File: src/rtl/dmem_arbiter.sv
// dmem_arbiter: two-port arbiter and access sequencer in front of the
// single-ported data_memory. Port 0 is the core load/store path, port 1 the
// loader/debug master. Each accepted request is latched, range/alignment
// checked, issued as one word access and answered with one response pulse.
//
// Configuration macro: DMEM_ARB_RR_EN
//   defined   -> round-robin arbitration on contention
//   undefined -> fixed priority, port 0 wins contention

module dmem_arbiter #(
  parameter int unsigned     AW   = 32,
  parameter int unsigned     DW   = 32,
  parameter logic [AW-1:0]   BASE = 'h1000,
  parameter int unsigned     SIZE = 1024
) (
  input  logic          clk,
  input  logic          rst,
  // port 0
  input  logic          m0_req,
  input  logic          m0_we,
  input  logic [AW-1:0] m0_addr,
  input  logic [DW-1:0] m0_wdata,
  output logic          m0_gnt,
  output logic          m0_rvalid,
  output logic [DW-1:0] m0_rdata,
  output logic          m0_err,
  // port 1
  input  logic          m1_req,
  input  logic          m1_we,
  input  logic [AW-1:0] m1_addr,
  input  logic [DW-1:0] m1_wdata,
  output logic          m1_gnt,
  output logic          m1_rvalid,
  output logic [DW-1:0] m1_rdata,
  output logic          m1_err,
  // memory side
  output logic [AW-1:0] mem_address,
  output logic          mem_read,
  output logic          mem_write,
  output logic [DW-1:0] mem_wdata,
  input  logic [DW-1:0] mem_rdata
);

  // Bounds are held in AW+1 bits so BASE+SIZE cannot wrap around.
  localparam logic [AW:0] LO_ADDR = {1'b0, BASE};
  localparam logic [AW:0] HI_ADDR = LO_ADDR + (AW+1)'(SIZE - 4);

  typedef enum logic {
    IDLE   = 1'b0,
    ACCESS = 1'b1
  } state_t;

  state_t        state;
  state_t        state_next;

  // Latched request
  logic          l_we;
  logic [AW-1:0] l_addr;
  logic [DW-1:0] l_wdata;
  logic          l_port;

  // Arbitration result for the current IDLE cycle
  logic          grant_valid;
  logic          grant_port;

  // Access qualification
  logic          addr_err;
  logic          access;

  // Response being formed during ACCESS
  logic [DW-1:0] resp_data;

`ifdef DMEM_ARB_RR_EN
  // Port that has priority on the next contention.
  logic          rr_ptr;
`endif

  // Next-state and grant decode.
  always_comb begin
    // NOTE: every combinational output gets a default first; otherwise a
    // path that skips an assignment infers a latch.
    state_next  = state;
    grant_valid = 1'b0;
    grant_port  = 1'b0;
    m0_gnt      = 1'b0;
    m1_gnt      = 1'b0;
    unique case (state)
      IDLE: begin
        // No grant while in reset: the access would be dropped silently.
        if (!rst && (m0_req || m1_req)) begin
          grant_valid = 1'b1;
          if (m0_req && m1_req) begin
`ifdef DMEM_ARB_RR_EN
            grant_port = rr_ptr;
`else
            grant_port = 1'b0;
`endif
          end else begin
            grant_port = m1_req;
          end
          state_next = ACCESS;
        end
      end
      ACCESS: state_next = IDLE;
      default: state_next = IDLE;
    endcase
    m0_gnt = grant_valid && !grant_port;
    m1_gnt = grant_valid &&  grant_port;
  end

  // Range and alignment check on the latched address.
  always_comb begin
    addr_err = (l_addr[1:0] != 2'b00)
            || ({1'b0, l_addr} < LO_ADDR)
            || ({1'b0, l_addr} > HI_ADDR);
  end

  // Memory-side drive; everything is zero outside a live ACCESS cycle, and
  // the reset term keeps a write from committing while rst is high.
  always_comb begin
    access      = (state == ACCESS) && !rst;
    mem_address = access ? l_addr  : '0;
    mem_wdata   = access ? l_wdata : '0;
    mem_read    = access && !addr_err && !l_we;
    mem_write   = access && !addr_err &&  l_we;
    resp_data   = mem_read ? mem_rdata : '0;
  end

  // State register and request latch.
  always_ff @(posedge clk) begin
    // NOTE: sequential state uses non-blocking assignments so every
    // register samples its inputs from before the edge.
    if (rst) begin
      state   <= IDLE;
      l_we    <= 1'b0;
      l_addr  <= '0;
      l_wdata <= '0;
      l_port  <= 1'b0;
    end else begin
      state <= state_next;
      if (grant_valid) begin
        l_port  <= grant_port;
        l_we    <= grant_port ? m1_we    : m0_we;
        l_addr  <= grant_port ? m1_addr  : m0_addr;
        l_wdata <= grant_port ? m1_wdata : m0_wdata;
      end
    end
  end

  // Response registers: one pulse to the winner after its ACCESS cycle.
  always_ff @(posedge clk) begin
    if (rst) begin
      m0_rvalid <= 1'b0;
      m0_rdata  <= '0;
      m0_err    <= 1'b0;
      m1_rvalid <= 1'b0;
      m1_rdata  <= '0;
      m1_err    <= 1'b0;
    end else begin
      m0_rvalid <= access && !l_port;
      m0_rdata  <= (access && !l_port) ? resp_data : '0;
      m0_err    <= access && !l_port && addr_err;
      m1_rvalid <= access &&  l_port;
      m1_rdata  <= (access &&  l_port) ? resp_data : '0;
      m1_err    <= access &&  l_port && addr_err;
    end
  end

`ifdef DMEM_ARB_RR_EN
  // Round-robin pointer: the port just granted loses priority.
  always_ff @(posedge clk) begin
    if (rst) begin
      rr_ptr <= 1'b0;
    end else if (grant_valid) begin
      rr_ptr <= ~grant_port;
    end
  end
`endif

endmodule

File: config.mk
export PLATFORM = sky130hd
export DESIGN_NAME = dmem_arbiter
export DESIGN_NICKNAME = d
export VERILOG_FILES = /design/src/rtl/dmem_arbiter.sv
export SDC_FILE = /design/constraint.sdc
export NUM_CORES = 1
export LEC_CHECK = 0
export ABC_AREA = 1
export CORE_ASPECT_RATIO = 1.2
export CORE_MARGIN = 2
export CORE_UTILIZATION = 30
export CTS_CLUSTER_SIZE = 14
export DETAILED_ROUTE_END_ITERATION = 16
export PLACE_DENSITY = 0.67
export SLEW_MARGIN = 20
export SYNTH_ARGS = -nofsm -noshare
export SYNTH_HDL_FRONTEND = slang
export SYNTH_SLANG_ARGS = --single-unit
File: constraint.sdc
create_clock -name clk -period 1.8 [get_ports clk]
set_input_delay 0.54 -clock clk [delete_from_list [all_inputs] [get_ports clk]]
set_output_delay 0.54 -clock clk [all_outputs]
set_load 0.05 [all_outputs]
==> summary.txt, run 1 <==
STA
  – Slew Limit Fails: 0
  – Clock Skews: 0.01103 ns
  – Rel. slew slack: 0.6892
  – Max Freq: 457.7 MHz
  – Hold_ws: 0.5207 ns
  – Final Cycle Share: 1.214
  – Setup violators final: 68
  – Final Hold Fails: 0
  – Worst Setup Slack, final: -0.3847 ns
  – Slew @ Worst Pin: 0.4663 ns
  – RSZ-0062 raised after global routing: true
  – Clock period minus final worst setup slack: 2.185 ns

Critical path
  – FF-to-FF Start: state
  – Levels on crit path: 8
  – CP top delay family: simple AND/OR/NAND/NOR gates
  – Worst R2R Setup Slack: 0.03 ns
  – R2r endpoint: l_port
  – Setup crit end: mem_write
  – Slowest-stage cell, CP: dfxtp_1
  – Crit path kind: flip-flop to primary output
  – Critical Path Fanout Max: 2
  – Critical path launch point type: flip-flop
  – R2R depth: 14
  – Req. time, crit path: 1.26 ns
  – Crit path DAT: 1.64 ns
  – Crit-path cells: nor2_1 -> nand2_1 -> nor2_1 -> nand2_2 -> nor2_4 -> nand2_4 -> nor2_4 -> buf_12
  – Crit-path max cell delay: 0.33 ns
  – Crit end category: primary output
  – Critical Path Start: l_addr[17]
  – Worst Path Buf+Inv: 1

Synth
  – Post-Syn Instances: 781
  – Warnings, synthesis: 0
  – Post-synth top area share: 0.4882
  – Synth async-reset ratio: 0
  – Post-Syn Nets: 947
  – Flops & latches, synth: 135
  – Synth Cell Area: 0.005535 mm2
  – Most used DFF post-synth: dfxtp_1
  – Most frequent cells after synthesis: 202 x nand2_1, 145 x nor2_1, 135 x dfxtp_1, 135 x inv_1, 65 x o211ai_1
  – Avg Cell Area, Syn: 7.087 um2
  – Sequential cell area fraction in the yosys report: 0.4882
  – Leading post-synthesis cells by cell area: dfxtp_1 49%, nand2_1 14%, nor2_1 9.8%
  – Yosys cell types: 18
  – Post-synth EDFFs: 0
  – Most common cell in the netlist: nand2_1
  – Synth area leader: dfxtp_1

Global routing
  – Grt ovf: 0
  – GRT Util Overall: 0.2090
  – Largest net degree at the start of global routing: 43
  – Vias in the first global route: 6130
  – Initial antenna violation count: 0
  – First-pass GRT wire length: 31.95 mm

Clock network
  – Clk Latency, worst-skew pair: 0.42 ns
  – H-tree depth: 4
  – CTS buffer count: 17
  – Root Driver: clkbuf_16
  – Clk pin slew, worst setup/hold paths: 0.06 ns
  – # clock sinks: 135
  – TritonCTS clock tree: yes
  – Clk buf depth: 2

Route
  – DR WL/cell: 15.04 um
  – Via count: 6056
  – Drt via density: 4.476
  – Post-DRT Antenna Nets: 0
  – Residual DRC: 0
  – Detailed Route Iter0 Violations: 303
  – DR pass1 iterations: 7
  – WL final: 20.35 mm

Power and ir drop
  – Pwr dens: 746.9 mW/mm2
  – Leak: 4.686 nW
  – Worst IR Drop VDD: 611.6 uV

Die
  – Initial Utilization: 0.3057
  – Die Y: 152.8 um
  – I/O pins: 302
  – Core area: 0.01811 mm2
  – Rows: 54
  – Die area: 0.01956 mm2
  – Die X: 128 um

Final layout
  – Share of layout cells above drive strength 1: 0.2905
  – Non-Filler Instances: 1353
  – Fill cells: 1544
  – Fin nets: 1282
  – Layout area overhead: 100.6%
  – Antenna diodes: 0

Hold path
  – Hold path depth: 3
  – Worst Hold Class: input pin to flip-flop

Placed design
  – Routability-driven placement congestion ratio: 0.8422
  – Placed Instances: 1298
  – Port buffer count: 301
  – DP HPWL: 14.69 mm

Outcome
  – Failing checks: setup timing
  – Status: finished with violations

Run
  – Maxcap violations: 0
through the flow:
stage                     worst slack (ns)  area (um2)  utilization  setup TNS [ns]  power, W
after floorplan                   -0.08680        6148            -          -4.219  0.003918
after global placement             -0.5478       10050       0.5551          -77.66  0.004592
after detailed placement           -0.5630       10050       0.5551          -80.61  0.004606
after CTS                          -0.3896       11040       0.6095          -20.46  0.008381
after global routing               -0.5056       11100       0.6132          -24.82  0.008662
final                              -0.3847       11100       0.6132          -19.63  0.008293
worst min path at each step:
stage                     startpoint   endpoint
after CTS                        rst     l_port
final                            rst     l_port
after global routing             rst     l_port
after floorplan               l_port  m0_rvalid
after global placement        l_port     l_port
after detailed placement      l_port     l_port
logic make-up after synthesis:
group | share of synthesized area
DFF | 0.4882
buffers and inverters | 0.1386
and+or+nand+nor | 0.2803
AOI/OAI and AO/OA | 0.09290
layout make-up:
| class | count | area (um2) | area share |
|---|---|---|---|
| clock buffer | 17 | 425.4 | 0.03831 |
| timing repair inverter | 2 | 27.53 | 0.002479 |
| tap | 224 | 280.3 | 0.02524 |
| clock inverter | 15 | 200.2 | 0.01803 |
| multi-input combinational | 455 | 2616 | 0.2356 |
| inverter | 141 | 548.0 | 0.04936 |
| sequential | 135 | 2708 | 0.2439 |
| timing repair buffer | 364 | 4298 | 0.3871 |
cell usage in the layout (no fill, tap or decap), types with 4 or more instances in the layout:
cell             synthesis  layout
buf_12                   0      82
inv_2                    5       6
clkdlybuf4s50_1          0     162
nand4_1                 33      33
inv_8                    0       6
inv_1                  135     132
dfxtp_1                135     131
buf_4                    4      94
nor2_2                   5       6
dfxtp_2                  0       4
o211ai_1                65      65
nor2_4                   1      71
inv_6                    0       5
nor2_1                 145      74
buf_8                    0       4
nand2_1                202     199
clkbuf_16                0      17
buf_6                    2      17
power by group:
| group | internal (W) | switching, W |
|---|---|---|
| Combinational | 0.000759 | 0.000747 |
| Clock | 0.00213 | 0.00151 |
| Sequential | 0.00310 | 0.0000439 |
worst reg2reg max path, delay by kind of cell (launching register included):
family,cells,cell delay (ns)
AOI/OAI and AO/OA,1,0.04
and+or+nand+nor,2,0.19
DFF,1,0.32
buffers and inverters,11,1.13
registers in the layout (all words and copies together) (netlist names):
| name | count |
|---|---|
| m0_rvalid | 1 |
| l_we | 1 |
| l_wdata | 32 |
| l_port | 1 |
| m0_err | 1 |
| m0_rdata | 32 |
| m1_err | 1 |
| state | 1 |
| m1_rdata | 32 |
| l_addr | 32 |
| m1_rvalid | 1 |
per-layer routing:
metal  vias up  GRT usage  wire length, um
met5         -          0                0
met4         0    0.08059              605
met3        44    0.05513             1106
met2       210     0.3613            10330
met1      2745     0.2455             8304
li1       3057          -                -
what timing repair did:
item / CTS / global route
hold buffers: 0 / 0
gates cloned: 4 / 0
resized for setup: 42 / 21
setup buffers: 19 / 8
pin swaps: 21 / 16
setup endpoints to repair: 128 / 88
Note: power is estimated with default switching activity, not from simulation.
==> inputs of run 2 (changes only) <==
--- a/config.mk
+++ b/config.mk
@@ -11,7 +11,9 @@
 export CORE_UTILIZATION = 30
 export CTS_CLUSTER_SIZE = 14
 export DETAILED_ROUTE_END_ITERATION = 16
+export HOLD_SLACK_MARGIN = 0.08
 export PLACE_DENSITY = 0.67
+export SETUP_SLACK_MARGIN = 0.2
 export SLEW_MARGIN = 20
 export SYNTH_ARGS = -nofsm -noshare
 export SYNTH_HDL_FRONTEND = slang
==> run 2 against run 1 <==
Effect of this change:
- the run still ends with setup timing left
- critical path depth is the same
- cell count shrank 1.0%
- die area is the same
- utilization shrank 0.68 points
- clock power shrank 5%
- sequential power is essentially flat
- power shrank 2.0%
- cell area shrank 1.1%
- largest cell class unchanged
==> summary.txt, run 2 (same netlist as run 1, synthesis figures left out) <==
Outcome
  – Status: finished with violations (unchanged)
  – Failing checks: setup timing (unchanged)

STA
  – Final Cycle Share: 1.192 (was 1.214)
  – Clock period minus final worst setup slack: 2.145 ns (was 2.185 ns)
  – RSZ-0062 raised after global routing: true (unchanged)
  – Slew @ Worst Pin: 0.3586 ns (was 0.4663 ns)
  – Final Hold Fails: 0 (unchanged)
  – Slew Limit Fails: 0 (unchanged)
  – Worst Setup Slack, final: -0.3451 ns (was -0.3847 ns)
  – Rel. slew slack: 0.7609 (was 0.6892)
  – Setup TNS: -19.20 ns (was -19.63 ns)
  – Setup violators final: 68 (unchanged)
  – Max Freq: 466.2 MHz (was 457.7 MHz)
  – Hold_ws: 0.5325 ns (was 0.5207 ns)
  – Clock Skews: 0.01211 ns (was 0.01103 ns)

Global routing
  – Vias in the first global route: 6095 (was 6130)
  – First-pass GRT wire length: 32.15 mm (was 31.95 mm)
  – GRT Util Overall: 0.2103 (was 0.2090)
  – Initial antenna violation count: 0 (unchanged)
  – Grt ovf: 0 (unchanged)
  – Largest net degree at the start of global routing: 42 (was 43)

Die
  – Die Y: 152.8 um (unchanged)
  – Die X: 128 um (unchanged)
  – Initial Utilization: 0.3057 (unchanged)
  – Die area: 0.01956 mm2 (unchanged)
  – I/O pins: 302 (unchanged)
  – Rows: 54 (unchanged)
  – Core area: 0.01811 mm2 (unchanged)

Clock network
  – Clk buf depth: 2 (unchanged)
  – Clk Latency, worst-skew pair: 0.42 ns (about the same)
  – Clk pin slew, worst setup/hold paths: 0.06 ns (about the same)
  – # clock sinks: 135 (unchanged)
  – Root Driver: clkbuf_16 (unchanged)
  – TritonCTS clock tree: yes (unchanged)
  – CTS buffer count: 17 (unchanged)
  – Hold buffers post-CTS: 0 (unchanged)
  – H-tree depth: 4 (unchanged)

Critical path
  – Crit-path max cell delay: 0.31 ns (was 0.33 ns)
  – Slowest-stage cell, CP: dfxtp_1 (unchanged)
  – Most frequent CP cell: nor2_4
  – Crit-path cells: inv_1 -> nor2_1 -> nand4_1 -> buf_4 -> nor2_4 -> nand2_4 -> nor2_4 -> buf_12 (was nor2_1 -> nand2_1 -> nor2_1 -> nand2_2 -> nor2_4 -> nand2_4 -> nor2_4 -> buf_12)
  – Critical Path Fanout Max: 3 (was 2)
  – Req. time, crit path: 1.26 ns (about the same)
  – Worst Path Buf+Inv: 3 (was 1)
  – Critical path launch point type: flip-flop (unchanged)
  – Crit path DAT: 1.61 ns (was 1.64 ns)
  – Crit end category: primary output (unchanged)
  – CP top delay family: simple AND/OR/NAND/NOR gates (unchanged)
  – Crit path kind: flip-flop to primary output (unchanged)

Final layout
  – Layout area overhead: 98.35% (was 100.6%)
  – Commonest non-fill, non-tap cell in the layout: nand2_1 (unchanged)
  – Most frequent cells in the layout: 199 x nand2_1, 162 x clkdlybuf4s50_1, 133 x inv_1, 132 x dfxtp_1, 91 x buf_4 (was 199 x nand2_1, 162 x clkdlybuf4s50_1, 132 x inv_1, 131 x dfxtp_1, 94 x buf_4)
  – Share of layout cells above drive strength 1: 0.2807 (was 0.2905)
  – Fill cells: 1538 (was 1544)
  – Multi-input gate area: 0.002601 mm2 (was 0.002616 mm2)
  – Fin nets: 1268 (was 1282)
  – Non-Filler Instances: 1339 (was 1353)
  – Reg area: 0.002706 mm2 (was 0.002708 mm2)
  – Antenna diodes: 0 (unchanged)

Power and ir drop
  – Pwr dens: 740.2 mW/mm2 (was 746.9 mW/mm2)
  – Leak: 4.617 nW (was 4.686 nW)
  – Worst IR Drop VDD: 611.4 uV (was 611.6 uV)

Route
  – Via count: 5992 (was 6056)
  – Post-DRT Antenna Nets: 0 (unchanged)
  – DR pass1 iterations: 6 (was 7)
  – Drt via density: 4.475 (was 4.476)
  – DR WL/cell: 15.31 um (was 15.04 um)
  – WL final: 20.50 mm (was 20.35 mm)
  – Residual DRC: 0 (unchanged)
  – Detailed Route Iter0 Violations: 238 (was 303)

Run
  – Maxcap violations: 0 (unchanged)

Placed design
  – DP HPWL: 14.71 mm (was 14.69 mm)
  – Port buffer count: 301 (unchanged)
  – Routability-driven placement congestion ratio: 0.7889 (was 0.8422)
  – Placed Instances: 1292 (was 1298)

Hold path
  – Worst Hold Class: flip-flop to flip-flop (was input pin to flip-flop)
run 2: cell count changes in the layout (fill, tap and decap cells not counted), sizes merged:
| cell | before | now |
|---|---|---|
| dlygate4sd2 | 2 | 0 |
| buf | 200 | 185 |
| clkinvlp | 1 | 0 |
| clkbuf | 17 | 21 |
| clkdlybuf4s15 | 0 | 1 |
| bufinv | 2 | 1 |
run 2: where the power goes:
| part | leakage (nW) | internal [W] | switching [W] | total (W) |
|---|---|---|---|---|
| Combinational | 3.22 | 0.000767 | 0.000749 | 0.00152 |
| Sequential | 1.10 | 0.00310 | 0.0000407 | 0.00314 |
| Clock | 0.295 | 0.00201 | 0.00146 | 0.00347 |
run 2: cell type report:
cell class | count | share of cell area
Clock buffer | 18 | 0.04000
Clock inverter | 14 | 0.01368
Inverter | 141 | 0.04912
Multi-Input combinational cell | 455 | 0.2369
Sequential cell | 135 | 0.2465
Tap cell | 224 | 0.02553
Timing Repair Buffer | 351 | 0.3872
Timing Repair inverter | 1 | 0.001026
run 2: worst paths after layout:
path / depth (start not counted) / from / slack (ns) / endpoint
setup reg to reg: 8 / l_addr[12] / 0.18 / m1_rdata[0]
hold / removal: 2 / l_port / 0.53 / l_port
hold reg to reg: 2 / l_port / 0.53 / l_port
setup / recovery: 8 / l_addr[12] / -0.35 / mem_write
run 2: tightest hold or removal path: stages (launching register included):
cell and delay (ns):
dfxtp_1 0.32, inv_1 0.08, o31ai_1 0.09
run 2: routing by layer:
layer | vias up | share of wire | global-route usage
met2 | 222 | 0.53 | 0.3754
met4 | 0 | 0.027 | 0.08163
li1 | 3029 | - | -
met1 | 2707 | 0.38 | 0.2383
met3 | 34 | 0.060 | 0.05267
met5 | - | 0 | 0
run 2: repair_timing:
action | CTS | global route
gates resized for setup | 46 | 6
buffers inserted | 7 | 1
gates cloned | 4 | 3
pin swaps | 14 | 3
setup endpoints to repair | 197 | 195
run 2: metrics by stage:
step	setup WS, ns	power [W]	util	area [um2]
final	-0.3451	0.008126	0.6063	10980
after global routing	-0.4600	0.008479	0.6063	10980
after CTS	-0.3756	0.008192	0.6003	10870
after detailed placement	-0.5372	0.004596	0.5533	10020
after global placement	-0.5014	0.004584	0.5533	10020
after floorplan	-0.08680	0.003923	-	6165
